===== config.mk =====
export PLATFORM = sky130hd
export DESIGN_NAME = cart_rom_port
export DESIGN_NICKNAME = d
export VERILOG_FILES = /design/src/rtl/cart_rom_port.sv
export SDC_FILE = /design/constraint.sdc
export NUM_CORES = 1
export LEC_CHECK = 0
export BUFFER_PORTS_ARGS = -buffer_cell sky130_fd_sc_hd__clkbuf_2
export CAP_MARGIN = 20
export CORE_MARGIN = 3
export CORE_UTILIZATION = 45
export DETAILED_ROUTE_END_ITERATION = 10
export PLACE_DENSITY_LB_ADDON = 0.25
export SKIP_LAST_GASP = 1
export SLEW_MARGIN = 10
export SYNTH_ARGS = -nofsm -noshare
export SYNTH_HDL_FRONTEND = slang
export SYNTH_SLANG_ARGS = --single-unit

===== constraint.sdc =====
create_clock -name clk_i -period 5 [get_ports clk_i]
set_input_delay 1 -clock clk_i [delete_from_list [all_inputs] [get_ports clk_i]]
set_output_delay 1 -clock clk_i [all_outputs]
set_load 0.02 [all_outputs]

===== src/rtl/cart_rom_port.sv =====
// -----------------------------------------------------------------------------
// cart_rom_port
//
// Bridges the cartridge mapper's level-style ROM strobes to an SDRAM req/ack
// port. Each bus access becomes exactly one memory transaction. A one-word
// sequential prefetch buffer lets the next ROM word often complete without
// touching SDRAM.
//
// Ports
//   clk_i       system clock, rising edge
//   rst_ni      asynchronous active-low reset
//   rom_a_i     word address from the mapper
//   rom_do_i    write data from the mapper
//   rom_rd_i    read strobe (level, held for the whole access)
//   rom_wrl_i   low byte write strobe (level)
//   rom_wrh_i   high byte write strobe (level)
//   rom_di_o    read data to the mapper, holds between accesses
//   rom_wait_o  high while an access is active and not yet complete
//   mem_addr_o  SDRAM word address
//   mem_data_o  SDRAM write data
//   mem_be_o    byte enables {H,L}, 2'b11 for reads
//   mem_we_o    1 = write transaction
//   mem_req_o   request level, held until mem_ack_i
//   mem_ack_i   one-cycle completion pulse
//   mem_q_i     read data, valid with mem_ack_i
// -----------------------------------------------------------------------------
module cart_rom_port #(
  parameter bit PREFETCH = 1'b1
) (
  input  logic        clk_i,
  input  logic        rst_ni,
  input  logic [23:1] rom_a_i,
  input  logic [15:0] rom_do_i,
  input  logic        rom_rd_i,
  input  logic        rom_wrl_i,
  input  logic        rom_wrh_i,
  output logic [15:0] rom_di_o,
  output logic        rom_wait_o,
  output logic [23:1] mem_addr_o,
  output logic [15:0] mem_data_o,
  output logic [1:0]  mem_be_o,
  output logic        mem_we_o,
  output logic        mem_req_o,
  input  logic        mem_ack_i,
  input  logic [15:0] mem_q_i
);

  localparam logic [2:0] S_IDLE   = 3'd0;
  localparam logic [2:0] S_RD_REQ = 3'd1;
  localparam logic [2:0] S_WR_REQ = 3'd2;
  localparam logic [2:0] S_PF_REQ = 3'd3;
  localparam logic [2:0] S_DONE   = 3'd4;

  logic [2:0]  state_q, state_d;
  logic        strb_q, rd_q;
  logic [23:1] a_q;
  logic [15:0] rom_di_q, rom_di_d;
  logic [23:1] mem_addr_q, mem_addr_d;
  logic [15:0] mem_data_q, mem_data_d;
  logic [1:0]  mem_be_q, mem_be_d;
  logic        mem_we_q, mem_we_d;
  logic        mem_req_q, mem_req_d;
  logic        pf_valid_q, pf_valid_d;
  logic [23:1] pf_addr_q, pf_addr_d;
  logic [15:0] pf_data_q, pf_data_d;
  logic        last_rd_q, last_rd_d;
  logic [23:1] last_addr_q, last_addr_d;
  logic        pend_q, pend_d;
  logic        pend_we_q, pend_we_d;
  logic [1:0]  pend_be_q, pend_be_d;
  logic [23:1] pend_addr_q, pend_addr_d;
  logic [15:0] pend_data_q, pend_data_d;

  logic        strb, start, cur_we;
  logic [1:0]  cur_be;
  logic        use_pend, do_access;
  logic        acc_we, acc_hit;
  logic [1:0]  acc_be;
  logic [23:1] acc_addr, next_addr;
  logic [15:0] acc_data;

  assign strb   = rom_rd_i | rom_wrl_i | rom_wrh_i;
  // New access: strobe rising edge, or an address step during a held read (burst).
  assign start  = (strb & ~strb_q) | (rom_rd_i & rd_q & (rom_a_i != a_q));
  // Any write strobe wins over a simultaneous read strobe.
  assign cur_we = rom_wrl_i | rom_wrh_i;
  assign cur_be = {rom_wrh_i, rom_wrl_i};
  // 23-bit arithmetic wraps 7FFFFF to 000000 naturally.
  assign next_addr = last_addr_q + 23'd1;

  // An access captured during a prefetch is replayed from IDLE, one cycle
  // after the prefetch ACK, so MEM_REQ always has a low cycle in between.
  assign use_pend = (state_q == S_IDLE) && pend_q;
  assign acc_we   = use_pend ? pend_we_q   : cur_we;
  assign acc_be   = use_pend ? pend_be_q   : cur_be;
  assign acc_addr = use_pend ? pend_addr_q : rom_a_i;
  assign acc_data = use_pend ? pend_data_q : rom_do_i;
  assign acc_hit  = PREFETCH && pf_valid_q && (acc_addr == pf_addr_q) && !acc_we;

  always_comb begin
    state_d     = state_q;
    rom_di_d    = rom_di_q;
    mem_addr_d  = mem_addr_q;
    mem_data_d  = mem_data_q;
    mem_be_d    = mem_be_q;
    mem_we_d    = mem_we_q;
    mem_req_d   = mem_req_q;
    pf_valid_d  = pf_valid_q;
    pf_addr_d   = pf_addr_q;
    pf_data_d   = pf_data_q;
    last_rd_d   = last_rd_q;
    last_addr_d = last_addr_q;
    pend_d      = pend_q;
    pend_we_d   = pend_we_q;
    pend_be_d   = pend_be_q;
    pend_addr_d = pend_addr_q;
    pend_data_d = pend_data_q;
    do_access   = 1'b0;

    case (state_q)
      S_IDLE: begin
        if (pend_q) begin
          do_access = 1'b1;
          pend_d    = 1'b0;
        end else if (start) begin
          do_access = 1'b1;
        end
      end
      S_RD_REQ: begin
        if (mem_ack_i) begin
          rom_di_d  = mem_q_i;
          mem_req_d = 1'b0;
          state_d   = S_DONE;
        end
      end
      S_WR_REQ: begin
        if (mem_ack_i) begin
          mem_req_d = 1'b0;
          state_d   = S_DONE;
        end
      end
      S_PF_REQ: begin
        if (mem_ack_i) begin
          mem_req_d  = 1'b0;
          pf_addr_d  = mem_addr_q;
          pf_data_d  = mem_q_i;
          pf_valid_d = 1'b1;
          state_d    = S_IDLE;
        end
        // The prefetch is never aborted; a new access waits behind it.
        if (start) begin
          pend_d      = 1'b1;
          pend_we_d   = cur_we;
          pend_be_d   = cur_be;
          pend_addr_d = rom_a_i;
          pend_data_d = rom_do_i;
        end
      end
      S_DONE: begin
        if (start) begin
          do_access = 1'b1;
        end else if (!strb) begin
          if (PREFETCH && last_rd_q && !(pf_valid_q && (pf_addr_q == next_addr))) begin
            state_d    = S_PF_REQ;
            mem_req_d  = 1'b1;
            mem_we_d   = 1'b0;
            mem_be_d   = 2'b11;
            mem_addr_d = next_addr;
          end else begin
            state_d = S_IDLE;
          end
        end
      end
      default: state_d = S_IDLE;
    endcase

    if (do_access) begin
      if (acc_we) begin
        state_d    = S_WR_REQ;
        mem_req_d  = 1'b1;
        mem_we_d   = 1'b1;
        mem_be_d   = acc_be;
        mem_addr_d = acc_addr;
        mem_data_d = acc_data;
        last_rd_d  = 1'b0;
        // Keep the buffer coherent with a write to the prefetched word.
        if (pf_valid_q && (pf_addr_q == acc_addr)) begin
          pf_valid_d = 1'b0;
        end
      end else begin
        last_rd_d   = 1'b1;
        last_addr_d = acc_addr;
        if (acc_hit) begin
          rom_di_d   = pf_data_q;
          pf_valid_d = 1'b0;
          state_d    = S_DONE;
        end else begin
          state_d    = S_RD_REQ;
          mem_req_d  = 1'b1;
          mem_we_d   = 1'b0;
          mem_be_d   = 2'b11;
          mem_addr_d = acc_addr;
        end
      end
    end
  end

  always_ff @(posedge clk_i or negedge rst_ni) begin
    if (!rst_ni) begin
      state_q     <= S_IDLE;
      strb_q      <= 1'b0;
      rd_q        <= 1'b0;
      a_q         <= '0;
      rom_di_q    <= '0;
      mem_addr_q  <= '0;
      mem_data_q  <= '0;
      mem_be_q    <= '0;
      mem_we_q    <= 1'b0;
      mem_req_q   <= 1'b0;
      pf_valid_q  <= 1'b0;
      pf_addr_q   <= '0;
      pf_data_q   <= '0;
      last_rd_q   <= 1'b0;
      last_addr_q <= '0;
      pend_q      <= 1'b0;
      pend_we_q   <= 1'b0;
      pend_be_q   <= '0;
      pend_addr_q <= '0;
      pend_data_q <= '0;
    end else begin
      state_q     <= state_d;
      strb_q      <= strb;
      rd_q        <= rom_rd_i;
      a_q         <= rom_a_i;
      rom_di_q    <= rom_di_d;
      mem_addr_q  <= mem_addr_d;
      mem_data_q  <= mem_data_d;
      mem_be_q    <= mem_be_d;
      mem_we_q    <= mem_we_d;
      mem_req_q   <= mem_req_d;
      pf_valid_q  <= pf_valid_d;
      pf_addr_q   <= pf_addr_d;
      pf_data_q   <= pf_data_d;
      last_rd_q   <= last_rd_d;
      last_addr_q <= last_addr_d;
      pend_q      <= pend_d;
      pend_we_q   <= pend_we_d;
      pend_be_q   <= pend_be_d;
      pend_addr_q <= pend_addr_d;
      pend_data_q <= pend_data_d;
    end
  end

  assign rom_wait_o = strb & (state_q != S_DONE);
  assign rom_di_o   = rom_di_q;
  assign mem_addr_o = mem_addr_q;
  assign mem_data_o = mem_data_q;
  assign mem_be_o   = mem_be_q;
  assign mem_we_o   = mem_we_q;
  assign mem_req_o  = mem_req_q;

endmodule


# Yosys cells after proc, flatten, opt, wreduce, memory -nomap -nowiden

Cells that the tools add are included.

Add/subtract/negate cells: 1
Equal/unequal tests: 15
Muxes and demuxes: 59
Bitwise logic cells: 10
Reduce and logical (&&, ||, !) cells: 18

Operator list:

| operator                                                                 | number |
|---|---|
| 23-bit 2-to-1 mux                                                        | 8 |
| 16-bit 2-to-1 mux                                                        | 6 |
| 23-bit == test                                                           | 3 |
| 1-bit 2-to-1 mux                                                         | 25 |
| 23-bit by 1-bit adder with 23-bit output (second input constant)         | 1 |
| 23-bit inequality test                                                   | 1 |
| 3-bit 2-to-1 mux                                                         | 7 |
| 2-bit 2-to-1 mux                                                         | 9 |
| 3-bit inequality test (second input constant)                            | 4 |
| 3-bit case mux with 4 select lines                                       | 1 |
| 2-bit AND reduction                                                      | 5 |
| 3-bit by 2-bit == test with 1-bit output (second input constant)         | 2 |
| 1-bit logical AND                                                        | 6 |
| 1-bit case mux with 2 select lines                                       | 3 |
| 5-bit AND reduction                                                      | 1 |
| 1-bit bitwise AND                                                        | 4 |
| 2-bit inequality test (second input constant)                            | 2 |
| 1-bit OR                                                                 | 4 |
| 3-bit by 1-bit == test with 1-bit output (second input constant)         | 1 |
| 3-bit == test (second input constant)                                    | 1 |
| 3-bit zero test                                                          | 1 |
| 3-bit by 1-bit inequality test with 1-bit output (second input constant) | 1 |
| 3-bit OR reduction                                                       | 1 |
| 1-bit zero test                                                          | 2 |
| other kinds (3)                                                          | 4 |

Register bits after elaboration: 194
Input port bits: 61
Output and inout bits: 60
Word-level logic and storage cells: 123

# Longest topological paths before layout

Depth after elaboration: 12
Depth in mapped cells: 13
Gate-level depth less buffers: 10

# Worst setup path after synthesis

Ideal clock, no wire load.

Path type: register -> register
Start point: register state_q[1]
End point: register rom_di_q[12], in the netlist rom_di_o[12]
Library setup time: 125 ps
Arrival: 2896 ps
Required time: 4875 ps
Setup slack: 1979 ps
Cell stages (with the launch flop): 13
Path buffers: 3
Period minus slack after synthesis: 3021 ps
Cells stage by stage: dfrtp_1 buf_2 or4b_4 buf_2 nor2_1 a21oi_1 a221oi_1 nand2_1 a2111oi_1 nand4_1 nor2_4 buf_6 mux2_2

Cells in the longest elaborated chain, start to end: 9
Elaborated cells between the ends (all ways): 15
Those cells by class: eq/ne (3); mux (7); reduce/logical (5)

Ends and longest elaborated chain:

| element                         | RTL line | text |
|---|---|---|
| start: declaration              | 54       | `logic [2:0] state_q, state_d;` |
| start signal: assignment        | 231      | `state_q <= state_d;` |
| 3-bit zero test                 | 93, 120  |  |
| 1-bit logical AND               | 93       | `assign use_pend = (state_q == S_IDLE) && pend_q;` |
| 23-bit 2-to-1 mux               | 96       | `assign acc_addr = use_pend ? pend_addr_q : rom_a_i;` |
| 23-bit == test                  | 98       | `assign acc_hit = PREFETCH && pf_valid_q && (acc_addr == pf_addr_q) && !acc_we;` |
| 1-bit logical AND (2 in series) | 98       |  |
| 16-bit 2-to-1 mux               | 193      | `if (acc_hit) begin` |
| 16-bit 2-to-1 mux               | 178      | `if (acc_we) begin` |
| 16-bit 2-to-1 mux *             | 177      | `if (do_access) begin` |
| named net rom_di_d[12]          | 57       | `logic [15:0] rom_di_q, rom_di_d;` |
| end signal: assignment          | 235      | `rom_di_q <= rom_di_d;` |
| end: declaration                | 57       |  |

Mark *: on every way through the listed nets, which the timed path passes. The rest lies on a longest branch.
A chain may end at the register's enable or synchronous reset.

# Final worst setup path

Start point: register last_addr_q[1] in the netlist's numbering
End point: register mem_addr_q, in the netlist mem_addr_o[9]

Cells in the longest elaborated chain, start to end: 12

Ends and longest elaborated chain:

| element                                    | RTL line | text |
|---|---|---|
| start: declaration                         | 67       | `logic [23:1] last_addr_q, last_addr_d;` |
| start signal: assignment                   | 245      | `last_addr_q <= last_addr_d;` |
| 23-bit by 1-bit adder with 23-bit output * | 89       | `assign next_addr = last_addr_q + 23'd1;` |
| 23-bit == test                             | 163      | `if (PREFETCH && last_rd_q && !(pf_valid_q && (pf_addr_q == next_addr))) begin` |
| 1-bit logical AND                          | 163      |  |
| 1-bit zero test                            | 163      |  |
| 1-bit logical AND                          | 163      |  |
| 23-bit 2-to-1 mux *                        | 163      |  |
| 23-bit 2-to-1 mux *                        | 162      | `end else if (!strb) begin` |
| 23-bit 2-to-1 mux *                        | 160      | `if (start) begin` |
| 23-bit 2-to-1 mux *                        | 120      | `case (state_q)` |
| 23-bit 2-to-1 mux                          | 193      |  |
| 23-bit 2-to-1 mux                          | 178      |  |
| 23-bit 2-to-1 mux *                        | 177      |  |
| named net mem_addr_d (one bit)             | 58       | `logic [23:1] mem_addr_q, mem_addr_d;` |
| end signal: assignment                     | 236      | `mem_addr_q <= mem_addr_d;` |
| end: declaration                           | 58       |  |

Marks and branches as above.

==> results.toml <==
[worst_setup_path]
crit_path_frequent_cell = "mux2i_1"
cp-end-kind = "register"
critPathKind = "reg2reg"
start_kind = "register"
arrival_ns = 4.51
cp_max_fo = 21
required_ns = 5.29
cpPeakStageDelay_ns = 0.83
critPathSlowestCell = "o211ai_4"
crit_buf_inv = 1
path_cells = "ha_1, nand3_1, nor4_1, xnor2_1, o22ai_1, nor4b_1, nand4_2, o211ai_4, buf_4, mux2i_1, mux2i_1"
path_delay_family = "simple AND/OR/NAND/NOR gates"

[floorplan]
die_area_mm2 = 0.02351
rows = 53
die_w_um = 153.3
die_h_um = 153.3
core-area_mm2 = 0.02115
initial_core_util_pct = 46.17
io_pins = 121

[finish]
drive_gt1_share_pct = 29.80
multi_input_area_mm2 = 0.004588
diodes = 0
n_fill_cell = 1901
regArea_mm2 = 0.004855
final_cells = 1238
area_growth_syn_to_layout_pct = 15.05
nets = 1012

[global_route]
track_usage_pct = 20.67
grt_pass1_wl_mm = 38.40
grtUsageMet3_pct = 5.125
grt_pass1_vias = 6929
grt_antenna_before_repair = 1
grt_max_degree = 116
grt_use_met2_pct = 33.00
grt_use_met1_pct = 28.30
grt_overflow = 0
grt_busiest_layer = "met2"

[yosys]
syn-num-nets = 910
ys_seq_elements = 194
synth_fa_ha_area_share_pct = 0.1281
yosysTopAreaCell = "dfrtp_1"
ys_seq_area_share_pct = 49.71
synth_top_area_share_pct = 49.71
synthTopCellsByArea = "dfrtp_1 50%, mux2_2 12%, mux2i_1 8.0%"
synth_warnings = 0
synth_edf_count = 0
yosysUniqueCellTypes = 72
synthSimpleGateAreaFrac_pct = 10.11
synthFlopType = "dfrtp_1"
synth_most_common_cell = "dfrtp_1"
synth_compound_area_share_pct = 8.237
synth.area.mux_share_pct = 20.45
syn_area_mm2 = 0.009767
synthCells = 848
synth_top_family_by_area = "multiplexers"
synth_xor_area_share_pct = 7.815
synthTopCellsByCount = "194 x dfrtp_1, 104 x mux2_2, 78 x mux2i_1"
avgSynthCellArea_um2 = 11.52
async_flop_share_pct = 100.0

[power_and_ir_drop]
power_density_mw_per_mm2 = 626.3
power_frac_clock_pct = 19.9
leakage_nw = 5.114
ir_worst_vdd_mv = 0.3118
power_frac_seq_pct = 41.9
p_sw_share_pct = 40.46
power_switching_mw = 2.848
pwr-share-comb_pct = 38.2
p_int_mw = 4.190

[run]
maxCapViolCount = 0

[timing]
finalHoldViolCount = 0
finalCritPeriodShare_pct = 84.42
drv_slew = 0
worst_pin_slew_ns = 0.9806
setup-tns-final_ns = 0
post-route-min-period_ns = 4.221
rsz0062_at_grt = "false"
fmax_ghz = 0.2369
finClkSkew_ns = 0.01619
slew_headroom_pct = 34.31
final-setup-viol-count = 0

[clock_tree]
ctsHoldBuffers = 0
cts_tree = "yes"
root_buffer = "clkbuf_16"
post_cts_buffers = 0
clkSinkCount = 194
post_cts_resized = 0
htreeDepth = 4
clk_path_buf_depth = 2
clk-insertion-delay-late_ns = 0.44
clk_pin_slew_worst_paths_ns = 0.09
numCtsBuffers = 17

[detailed_routing]
first_iter_violations = 475
vias_per_cell = 5.544
num_vias = 6864
drc = 0
wl_mm = 24.18
ant_nets = 0
routedWlPerCell_um = 19.53
first_pass_iters = 5

[placement]
placed_cells = 1205
gp_congestion = 0.9101
port_buffers = 120
dp_hpwl_mm = 17.30

[status]
status = "finished clean"

[hold_path]
hold_class = "reg2reg"
metal layers:
layer / routed length, um / share of wire, %
met5: 13 / 0.054
met4: 432 / 1.8
met3: 1401 / 5.8
met2: 11380 / 47
met1: 10950 / 45
worst paths after layout:
path	startpoint	endpoint	slack (ns)	depth (start not counted)
setup / recovery	last_addr_q[1]$_DFFE_PN0P_	mem_addr_o[9]$_DFF_PN0_	0.78	11
hold / removal	mem_data_o[9]$_DFFE_PN0P_	mem_data_o[9]$_DFFE_PN0P_	0.49	2
setup reg to reg	last_addr_q[1]$_DFFE_PN0P_	mem_addr_o[9]$_DFF_PN0_	0.78	11
hold reg to reg	mem_data_o[9]$_DFFE_PN0P_	mem_data_o[9]$_DFFE_PN0P_	0.49	2
max in group asynchronous	rst_ni	rom_di_o[3]$_DFF_PN0_	3.35	2
min in group asynchronous	rst_ni	a_q[21]$_DFF_PN0_	0.71	1
cell usage in the layout, fill, tap and decap left out, types with 13 or more instances in the layout:
cell type / synthesis / final
dfrtp_1: 194 / 194
clkbuf_2: 0 / 119
a21oi_1: 17 / 17
xor2_1: 29 / 29
nor2_1: 25 / 25
inv_1: 22 / 22
nand3_1: 15 / 15
clkbuf_16: 0 / 17
nand2_1: 65 / 65
nand4_1: 13 / 13
o21ai_0: 59 / 59
nor4_1: 14 / 14
mux2_2: 104 / 104
xnor2_1: 53 / 53
mux2i_1: 78 / 78
metrics by stage:
step	setup WS [ns]	hold WS (ns)	cell area (um2)	utilization (%)	power [mW]
floorplan	1.979	0.4584	9767	-	4.777
finish	0.7790	0.4874	11240	53.12	7.038
CTS	0.7334	0.4926	11220	53.03	7.086
detailed placement	0.7706	0.4721	10590	50.06	5.666
global placement	0.8069	0.4619	10590	50.06	5.597
global route	0.4189	0.5167	11240	53.12	7.496
layout make-up:
class	instances	area share (%)
multi-input combinational	582	40.83
inverter	23	0.7683
tap	275	3.062
timing repair buffer	132	6.558
clock buffer	18	3.819
clock inverter	14	1.759
sequential	194	43.20
sequential cells by signal, summed over array words and instances (netlist names):
name         count
mem_be_o         2
rd_q             1
pend_q           1
a_q             23
last_rd_q        1
pf_data_q       16
pend_we_q        1
pf_valid_q       1
pf_addr_q       23
pend_data_q     16
mem_addr_o      23
mem_we_o         1
pend_be_q        2
mem_data_o      16
rom_di_o        16
pend_addr_q     23
state_q          3
mem_req_o        1
strb_q           1
last_addr_q     23
tightest hold or removal path, stage by stage (launching register included):
cell	delay, ns
dfrtp_1	0.35
nand2_1	0.05
o21ai_0	0.06
cell families after synthesis:
group	Yosys count
multiplexers	186
XOR/XNOR	84
AO/OA/AOI/OAI	128
AND/OR/NAND/NOR	183
flip-flops	194
buffers and inverters	72
adder cells (fa/ha/maj)	1
power by group through the flow:
stage	registers, mW	logic [mW]	clock network, mW
2_1_floorplan	2.94	1.84	0
3_3_place_gp	2.95	2.65	0
3_5_place_dp	2.97	2.70	0
4_1_cts	2.94	2.71	1.44
5_1_grt	3.04	2.94	1.51
6_report	2.95	2.69	1.40
Note: power is estimated with default switching activity, not from simulation.
